<file path="config.mk">
export PLATFORM = sky130hd
export DESIGN_NAME = interrupt_context_push_flat
export DESIGN_NICKNAME = d
export VERILOG_FILES = /design/src/rtl/interrupt_context_push_if.sv /design/src/rtl/interrupt_context_push.sv /design/src/flat_wrapper.sv
export SDC_FILE = /design/constraint.sdc
export NUM_CORES = 1
export LEC_CHECK = 0
export CAP_MARGIN = 40
export CORE_UTILIZATION = 46
export CTS_BUF_LIST = sky130_fd_sc_hd__clkbuf_4 sky130_fd_sc_hd__clkbuf_8
export DETAILED_ROUTE_END_ITERATION = 8
export PLACE_DENSITY = 0.85
export SLEW_MARGIN = 0
export SYNTH_ARGS = -nofsm -noshare
export SYNTH_HDL_FRONTEND = slang
export SYNTH_SLANG_ARGS = --single-unit
</file>
<file path="constraint.sdc">
create_clock -name clk -period 2.2 [get_ports clk]
set_input_delay 0.44 -clock clk [delete_from_list [all_inputs] [get_ports clk]]
set_output_delay 0.44 -clock clk [all_outputs]
set_load 0.02 [all_outputs]
</file>
<file path="src/rtl/interrupt_context_push_if.sv">
// rtl/interrupt_context_push_if.sv - data-memory port shared by the sequencer and the memory stage
interface interrupt_context_push_if #(
   parameter int ADDR_W = 16
) ();
   logic              mem_grant;
   logic [15:0]       mem_read_data;
   logic [ADDR_W-1:0] mem_addr;
   logic              mem_write_en;
   logic [15:0]       mem_write_data;
   logic              mem_read_en;

   modport master (
      input  mem_grant, mem_read_data,
      output mem_addr, mem_write_en, mem_write_data, mem_read_en
   );

   modport slave (
      output mem_grant, mem_read_data,
      input  mem_addr, mem_write_en, mem_write_data, mem_read_en
   );
endinterface

</file>
<file path="src/rtl/interrupt_context_push.sv">
// rtl/interrupt_context_push.sv - interrupt entry: drain, push PC/flags, fetch ISR vector, redirect PC
module interrupt_context_push #(
   parameter int                ADDR_W       = 16,
   parameter int                DRAIN_CYCLES = 3,
   parameter logic [ADDR_W-1:0] VECTOR_ADDR  = '0
) (
   input  logic                       clk,
   input  logic                       rst,
   input  logic                       int_req,
   input  logic [31:0]                return_pc,
   input  logic [2:0]                 flag_register,
   input  logic [ADDR_W-1:0]          sp_in,
   interrupt_context_push_if.master   mem,
   output logic [ADDR_W-1:0]          sp_out,
   output logic                       sp_write_en,
   output logic                       stall,
   output logic                       flush,
   output logic                       pc_load,
   output logic [31:0]                pc_value,
   output logic                       int_ack,
   output logic                       busy
);
   localparam int                CNT_W    = (DRAIN_CYCLES > 1) ? $clog2(DRAIN_CYCLES) : 1;
   localparam logic [CNT_W-1:0]  CNT_INIT = CNT_W'(DRAIN_CYCLES - 1);

   typedef enum logic [2:0] {
      S_IDLE, S_DRAIN, S_PUSH_LO, S_PUSH_HI, S_PUSH_FLAGS, S_VEC_RD0, S_VEC_RD1, S_VEC_LOAD
   } state_t;

   state_t             state, state_nxt;
   logic [CNT_W-1:0]   cnt;
   logic [31:0]        pc_q;
   logic [2:0]         flags_q;
   logic [ADDR_W-1:0]  sp_q;
   logic [31:0]        pc_value_q;
   logic               hi_pending;

   always_ff @(posedge clk) begin
      if (rst) state <= S_IDLE;
      else     state <= state_nxt;
   end

   // hi_pending marks the single VEC_RD1 cycle in which read data belongs to the high-word read
   always_ff @(posedge clk) begin
      if (rst) begin
         cnt        <= '0;
         pc_q       <= '0;
         flags_q    <= '0;
         sp_q       <= '0;
         pc_value_q <= '0;
         hi_pending <= 1'b0;
      end else begin
         hi_pending <= 1'b0;
         case (state)
            S_IDLE:  if (int_req) cnt <= CNT_INIT;
            S_DRAIN: begin
               if (cnt == '0) begin
                  pc_q    <= return_pc;
                  flags_q <= flag_register;
                  sp_q    <= sp_in;
               end else begin
                  cnt <= cnt - CNT_W'(1);
               end
            end
            S_PUSH_LO, S_PUSH_HI, S_PUSH_FLAGS: if (mem.mem_grant) sp_q <= sp_q - ADDR_W'(1);
            S_VEC_RD0:  if (mem.mem_grant) hi_pending <= 1'b1;
            S_VEC_RD1:  if (hi_pending) pc_value_q[31:16] <= mem.mem_read_data;
            S_VEC_LOAD: pc_value_q[15:0] <= mem.mem_read_data;
            default: ;
         endcase
      end
   end

   always_comb begin
      state_nxt = state;
      case (state)
         S_IDLE:       if (int_req)       state_nxt = S_DRAIN;
         S_DRAIN:      if (cnt == '0)     state_nxt = S_PUSH_LO;
         S_PUSH_LO:    if (mem.mem_grant) state_nxt = S_PUSH_HI;
         S_PUSH_HI:    if (mem.mem_grant) state_nxt = S_PUSH_FLAGS;
         S_PUSH_FLAGS: if (mem.mem_grant) state_nxt = S_VEC_RD0;
         S_VEC_RD0:    if (mem.mem_grant) state_nxt = S_VEC_RD1;
         S_VEC_RD1:    if (mem.mem_grant) state_nxt = S_VEC_LOAD;
         S_VEC_LOAD:                      state_nxt = S_IDLE;
         default:                         state_nxt = S_IDLE;
      endcase
   end

   always_comb begin
      mem.mem_addr       = '0;
      mem.mem_write_en   = 1'b0;
      mem.mem_write_data = '0;
      mem.mem_read_en    = 1'b0;
      sp_out             = '0;
      sp_write_en        = 1'b0;
      flush              = 1'b0;
      pc_load            = 1'b0;
      int_ack            = 1'b0;
      pc_value           = pc_value_q;
      busy               = (state != S_IDLE);
      stall              = (state != S_IDLE);
      case (state)
         S_PUSH_LO: begin
            mem.mem_addr       = sp_q;
            mem.mem_write_en   = mem.mem_grant;
            mem.mem_write_data = pc_q[15:0];
         end
         S_PUSH_HI: begin
            mem.mem_addr       = sp_q;
            mem.mem_write_en   = mem.mem_grant;
            mem.mem_write_data = pc_q[31:16];
         end
         S_PUSH_FLAGS: begin
            mem.mem_addr       = sp_q;
            mem.mem_write_en   = mem.mem_grant;
            mem.mem_write_data = {13'b0, flags_q};
         end
         S_VEC_RD0: begin
            mem.mem_addr    = VECTOR_ADDR;
            mem.mem_read_en = mem.mem_grant;
         end
         S_VEC_RD1: begin
            mem.mem_addr    = VECTOR_ADDR + ADDR_W'(1);
            mem.mem_read_en = mem.mem_grant;
         end
         S_VEC_LOAD: begin
            // low vector word arrives this cycle, so present the full target alongside pc_load
            pc_value    = {pc_value_q[31:16], mem.mem_read_data};
            pc_load     = 1'b1;
            flush       = 1'b1;
            int_ack     = 1'b1;
            sp_write_en = 1'b1;
            sp_out      = sp_q;
         end
         default: ;
      endcase
   end
endmodule

</file>
<file path="src/flat_wrapper.sv">
// flat-port wrapper written by rule: the top's interface ports become plain ports
module interrupt_context_push_flat 
#(
   parameter int                ADDR_W       = 16,
   parameter int                DRAIN_CYCLES = 3,
   parameter logic [ADDR_W-1:0] VECTOR_ADDR  = '0
)
  (clk, rst, int_req, return_pc, flag_register, sp_in, sp_out, sp_write_en, stall, flush, pc_load, pc_value, int_ack, busy, mem_mem_grant, mem_mem_read_data, mem_mem_addr, mem_mem_write_en, mem_mem_write_data, mem_mem_read_en);
  interrupt_context_push_if #(.ADDR_W(ADDR_W)) mem_i ();
  input  logic clk;
  input  logic rst;
  input  logic int_req;
  input  logic [31:0] return_pc;
  input  logic [2:0] flag_register;
  input  logic [ADDR_W-1:0] sp_in;
  output logic [ADDR_W-1:0] sp_out;
  output logic sp_write_en;
  output logic stall;
  output logic flush;
  output logic pc_load;
  output logic [31:0] pc_value;
  output logic int_ack;
  output logic busy;
  input wire logic [$bits(mem_i.mem_grant)-1:0] mem_mem_grant;
  input wire logic [$bits(mem_i.mem_read_data)-1:0] mem_mem_read_data;
  output wire logic [$bits(mem_i.mem_addr)-1:0] mem_mem_addr;
  output wire logic [$bits(mem_i.mem_write_en)-1:0] mem_mem_write_en;
  output wire logic [$bits(mem_i.mem_write_data)-1:0] mem_mem_write_data;
  output wire logic [$bits(mem_i.mem_read_en)-1:0] mem_mem_read_en;
  assign mem_i.mem_grant = mem_mem_grant;
  assign mem_i.mem_read_data = mem_mem_read_data;
  assign mem_mem_addr = mem_i.mem_addr;
  assign mem_mem_write_en = mem_i.mem_write_en;
  assign mem_mem_write_data = mem_i.mem_write_data;
  assign mem_mem_read_en = mem_i.mem_read_en;
  interrupt_context_push #(.ADDR_W(ADDR_W), .DRAIN_CYCLES(DRAIN_CYCLES), .VECTOR_ADDR(VECTOR_ADDR)) u_core (.clk(clk), .rst(rst), .int_req(int_req), .return_pc(return_pc), .flag_register(flag_register), .sp_in(sp_in), .mem(mem_i), .sp_out(sp_out), .sp_write_en(sp_write_en), .stall(stall), .flush(flush), .pc_load(pc_load), .pc_value(pc_value), .int_ack(int_ack), .busy(busy));
endmodule
</file>
[Word level (Yosys, flattened, before mapping)]
Cells that the tools add are included.
Storage, ports and cells
  bits in registers: 89
  bits of input ports: 71
  output and inout bits: 88
  logic and storage cells: 62
Operators by class
  $add $sub $neg: 2
  eq/ne operators: 16
  multiplexer cells: 22
  bitwise operators: 1
  reduce and logical (&&, ||, !) cells: 13
Operators by type and width (number)
  two-way mux 16 bit: 4
  one-hot mux 16 bit (2 select lines): 2
  one-hot mux 16 bit (3 select lines): 1
  one-hot mux 3 bit (8 select lines): 1
  two-way mux 3 bit: 7
  subtractor 16 x 1 -> 16 bit, second input constant: 1
  != test 2 bit, second input constant: 7
  == test 3 bit, second input constant: 4
  AND reduction 7 bit: 1
  == test 3 x 2 -> 1 bit, second input constant: 2
  AND reduction 3 bit: 2
  two-way mux 1 bit: 4
  two-way mux 2 bit: 2
  != test 2 x 1 -> 1 bit, second input constant: 2
  one-hot mux 2 bit (2 select lines): 1
  AND reduction 2 bit: 2
  nonzero test 2 bit: 2
  OR reduction 2 bit: 2
  == test 3 x 1 -> 1 bit, second input constant: 1
  zero test 3 bit: 1
  nonzero test 3 bit: 1
  OR reduction 3 bit: 1
  zero test 2 bit: 1
  subtractor 2 x 1 -> 2 bit, second input constant: 1
  inverter 1 bit: 1

[Depth between registers and ports, before layout]
Gate-level depths: netlist of run 1.
  depth in word-level cells: 4
  mapped depth: 10
  mapped depth without buffers: 7

[Least setup slack after synthesis of run 1]
No wires, ideal clock.
  kind: flip-flop to output port
  from: reg u_core.state[0]
  to: out mem_mem_addr[0]
  data arrival time: 1.864 ns
  data required time: 1.760 ns
  slack: -0.104 ns
  cell stages (with the launch flop): 9
  path buffers: 3
  cell sequence: dfxtp_1 -> inv_1 -> ha_1 -> buf_2 -> nor2b_1 -> or2_2 -> clkbuf_1 -> clkbuf_1 -> o21ai_0
Between the ends
  word-level cells in the longest chain between the ends: 3
  elaborated cells on any way between the ends: 6
  those cells by class: 4 x eq/ne; 1 x mux; 1 x reduce/logical
RTL lines
  start: declaration: RTL line interrupt_context_push.sv:30  | state_t state, state_nxt;
  start signal: assignment: RTL line interrupt_context_push.sv:40  | else state <= state_nxt;
  == test 3 x 2 -> 1 bit or == test 3 bit (tied branches): RTL line interrupt_context_push.sv:102  | case (state)
  OR reduction 3 bit (no source line)
  one-hot mux 16 bit (2 select lines) (*): RTL line interrupt_context_push.sv:102
  end: declaration: RTL line flat_wrapper.sv:26  | output wire logic [$bits(mem_i.mem_addr)-1:0] mem_mem_addr;
Mark *: on every way between the ends. The rest lies on a longest branch, timed or not.

[Final worst setup path of run 1]
  from: reg u_core.state[1]
  to: reg u_core.sp_q[14]
Between the ends
  word-level cells in the longest chain between the ends: 4
  elaborated cells on any way between the ends: 10
  those cells by class: 6 x eq/ne; 1 x mux; 3 x reduce/logical
RTL lines
  == test 3 x 2 -> 1 bit or == test 3 bit (tied branches): RTL line interrupt_context_push.sv:54  | case (state)
  OR reduction 3 bit (no source line)
  != test 2 x 1 -> 1 bit (no source line) or nonzero test 2 bit (tied branches)
  AND reduction 3 bit (no source line)
  end signal: assignment: RTL line interrupt_context_push.sv:60  | sp_q <= sp_in;
  end signal: assignment: RTL line interrupt_context_push.sv:65  | S_PUSH_LO, S_PUSH_HI, S_PUSH_FLAGS: if (mem.mem_grant) sp_q <= sp_q - ADDR_W'(1);
  end: declaration: RTL line interrupt_context_push.sv:34  | logic [ADDR_W-1:0] sp_q;
Parallel ways exist; a longest one is shown, timed or not.
A chain may end at the register's enable or synchronous reset.

==> summary.txt, run 1 <==
Yosys
  • Mean area per synthesized cell: 7.843 sq um
  • Syn Nets: 636
  • Cells after Synth: between 500 and 600
  • Most used DFF post-synth: dfxtp_1
  • EDFF count, synth: 0
  • Synth async-reset ratio: 0%
  • Top-area cell type share of the netlist area: between 40% and 50%
  • Register bit total from synthesis: 89
  • Synth top cells by count: 130 x nand2_1, 89 x dfxtp_1, 69 x a21oi_1
  • Mapped cell area: approximately 4400 sq um
  • Cell variety after synth: 43
  • Leading area contributor after synthesis: dfxtp_1
  • Sequential-to-total area share from yosys stat: between 40% and 50%
  • Synth Warn #: 0
  • Top-count cell post-synth: nand2_1
  • Synth area leaders: dfxtp_1 41%, nand2_1 11%, a21oi_1 7.9%

Cells and area
  • Layout fillers: between 600 and 700
  • Layout Cells excl Fill: ~860
  • Layout cells sized above 1: about 25%
  • Number of nets in the layout: just over 800
  • Diode count: 0
  • Final core occ: 72.01%
  • Synth-to-Final Area Change: 51.77%

STA
  • Worst Clk Skew: around 0.016 ns
  • Maximum clock rate: approximately 430 MHz
  • Relative slew slack: 57.02%
  • Fin crit period: 2.301 ns
  • Final hold viol count: 0
  • Final Max Slew Viols: 0
  • Final WS setup: -0.1010 ns
  • Final setup viols: 19
  • Worst-margin pin slew: between 0.6 and 0.7 ns
  • Setup TNS: -0.6213 ns
  • RSZ-0062 raised after global routing: yes
  • Period utilization: 104.6%

Drt
  • WL/cell: around 16 um
  • Vias/cell: between 5 and 6
  • Final wirelength: 14,050 um
  • Vias: 4,682
  • Final ANT Viol Nets: 0
  • DRC errors left: 0
  • Initial DRC Count: about 290
  • Drt pass-1 iters: 5

Critical path
  • Worst-path maximum fanout: 11
  • Slowest cell on crit path: dfxtp_4
  • Critical Path AT: roughly 2.5 ns
  • Worst-path cell chain: ha_4 -> nor3_2 -> buf_4 -> or2_4 -> buf_4 -> buf_4 -> o21ai_0 -> buf_4 -> o21ai_0 -> a31oi_1
  • CP required: ~2.4 ns
  • Setup Crit Path Kind: flop to flop
  • CP Launch Type: flop
  • CP peak stage delay: about 0.38 ns
  • Setup crit end kind: flop
  • R2r worst-path depth: 10
  • Crit path top cell by count: buf_4

Flow run
  • Max-cap viol count: 0

Floorplan
  • Die width: ~100 um
  • Starting density of the core: a little under half
  • Die height: between 90 and 100 um
  • Die area: between 9000 and 10,000 sq um
  • Row count: 35
  • Top-Level Pins: roughly 160
  • CORE AREA: approximately 9000 sq um

Clock tree
  • Max Root-Sink Buffers: 2
  • Clock slew at reported path FFs: around 0.1 ns
  • Cts bufs inserted: 9
  • Root Buffer: clkbuf_8
  • CTS tree: yes
  • CTS H-tree depth: 3
  • Clk_lat worst skew: between 0.3 and 0.4 ns
  • Hold-fix buffers at CTS: 0
  • Clk sink count: 89

Run status
  • Failing checks: setup timing
  • Status: complete, but fails checks

Power and ir drop
  • PwrDens: about 1100 nW/um^2
  • Leak Pwr: between 0.002 and 0.003 uW
  • Maximum vdd drop: slightly below 600 uV
  • Final Total Pwr: 7110 uW

Global route
  • Initial antenna violation count: 0
  • GRT Residual Overflow: 0
  • Global Route Usage Sum: approximately 27%
  • Vias in the first global route: roughly 4,300
  • Largest net degree at the start of global routing: 74
  • First-pass GRT wire length: roughly 21,000 um

Placed design
  • I/O Buffers: between 150 and 200
  • Place WS: -0.2304 ns
  • Dpl cells: between 800 and 900
  • Detailed Place HPWL: 9142 um
  • GP Congestion: ~0.94

Min path
  • Hold Path Depth: 2
  • HP Class: flop to flop
-- cell usage in the layout (no fill, tap or decap), drive strengths merged, types with 4 or more instances in the layout --
| master | synthesis | final |
|---|---|---|
| a211oi | 4 | 4 |
| a21oi | 69 | 69 |
| a22o | 13 | 13 |
| and2 | 29 | 29 |
| and3 | 15 | 15 |
| buf | 31 | 113 |
| clkbuf | 32 | 16 |
| clkdlybuf4s50 | 0 | 85 |
| dfxtp | 89 | 89 |
| dlygate4sd2 | 0 | 15 |
| ha | 6 | 6 |
| inv | 12 | 15 |
| mux2 | 17 | 17 |
| nand2 | 130 | 130 |
| nand3 | 5 | 5 |
| nor2 | 21 | 23 |
| nor2b | 6 | 6 |
| nor3 | 8 | 8 |
| nor4 | 4 | 4 |
| o21ai | 24 | 24 |
| o31ai | 5 | 5 |
| o41ai | 4 | 4 |
-- where the power goes --
group | total (uW) | leakage, uW | switching, uW | internal (uW)
sequential | 2280 | 0.000725 | 339 | 1940
clock | 1050 | 0.0000886 | 611 | 438
combinational | 3780 | 0.00202 | 2130 | 1650
-- area by class of cell --
class,instances,area [sq um],area share [%]
repair buffers,220,2037,30.61
flip-flops and latches,89,1790,26.91
clock inverters,6,48.80,0.7334
well taps,129,161.4,2.426
multi-input cells,397,2437,36.63
inverters,12,47.55,0.7146
clock buffers,10,131.4,1.974
-- repair_timing --
action / CTS / global route
resized for setup: 262 / 100
pin swaps: 5 / 16
endpoints found under the setup margin: 74 / 71
setup buffers: 16 / 11
gates cloned: 3 / 1
-- state kept, by name, indices dropped and copies added, names as in the netlist --
| signal | cells |
|---|---|
| u_core.pc_q | 32 |
| u_core.sp_q | 16 |
| u_core.cnt | 2 |
| u_core.state | 3 |
| u_core.hi_pending | 1 |
| u_core.flags_q | 3 |
| u_core.pc_value_q | 32 |
-- worst max-delay path: cells and delay by family, from the launching register on --
kind,cells,cell delay [ns]
buffers and inverters,4,0.71
adder cells (fa/ha/maj),1,0.18
AND/OR/NAND/NOR,2,0.38
AO/OA/AOI/OAI,3,0.53
flip-flops,1,0.38
-- worst paths after layout --
| path | start | endpoint | slack (ns) |
|---|---|---|---|
| worst max-delay path | u_core.state[1] | u_core.sp_q[14] | -0.10 |
| worst min-delay path | u_core.pc_value_q[20] | u_core.pc_value_q[20] | 0.46 |
| worst max register to register | u_core.state[1] | u_core.sp_q[14] | -0.10 |
| worst min register to register | u_core.pc_value_q[20] | u_core.pc_value_q[20] | 0.46 |
-- kinds of logic (layout without fill, tap and decap cells) --
| logic type | after synthesis | after routing | share of synthesized area (%) |
|---|---|---|---|
| multiplexers | 18 | 18 | 4.595 |
| AND/OR/NAND/NOR | 231 | 233 | 24.51 |
| adder cells (fa/ha/maj) | 6 | 6 | 1.712 |
| AO/OA/AOI/OAI | 140 | 140 | 19.95 |
| flip-flops | 89 | 89 | 40.64 |
| buffers and inverters | 75 | 248 | 8.590 |
-- metal layers --
layer	up-vias	wire length, um	GRT usage, %
met2	229	7119	46.79
met1	2195	5625	33.64
li1	2230	-	-
met4	0	252	7.127
met3	28	1054	5.692
met5	-	0	0
-- through the flow --
stage	cell area, sq um	hold slack (ns)
floorplan	4384	0.4360
global placement	6091	0.4419
CTS	6277	0.4595
detailed placement	6091	0.4469
global route	6654	0.4767
finish	6654	0.4591
(Power assumes the default switching activity.)
==> run 2, diff against run 1 <==
Settings changed: ABC_CLOCK_PERIOD_IN_PS set to 2200, SLEW_MARGIN 0 to 20.
==> results of run 2 <==
Same layout as run 1: the final DEF is identical, and so are final timing and power.
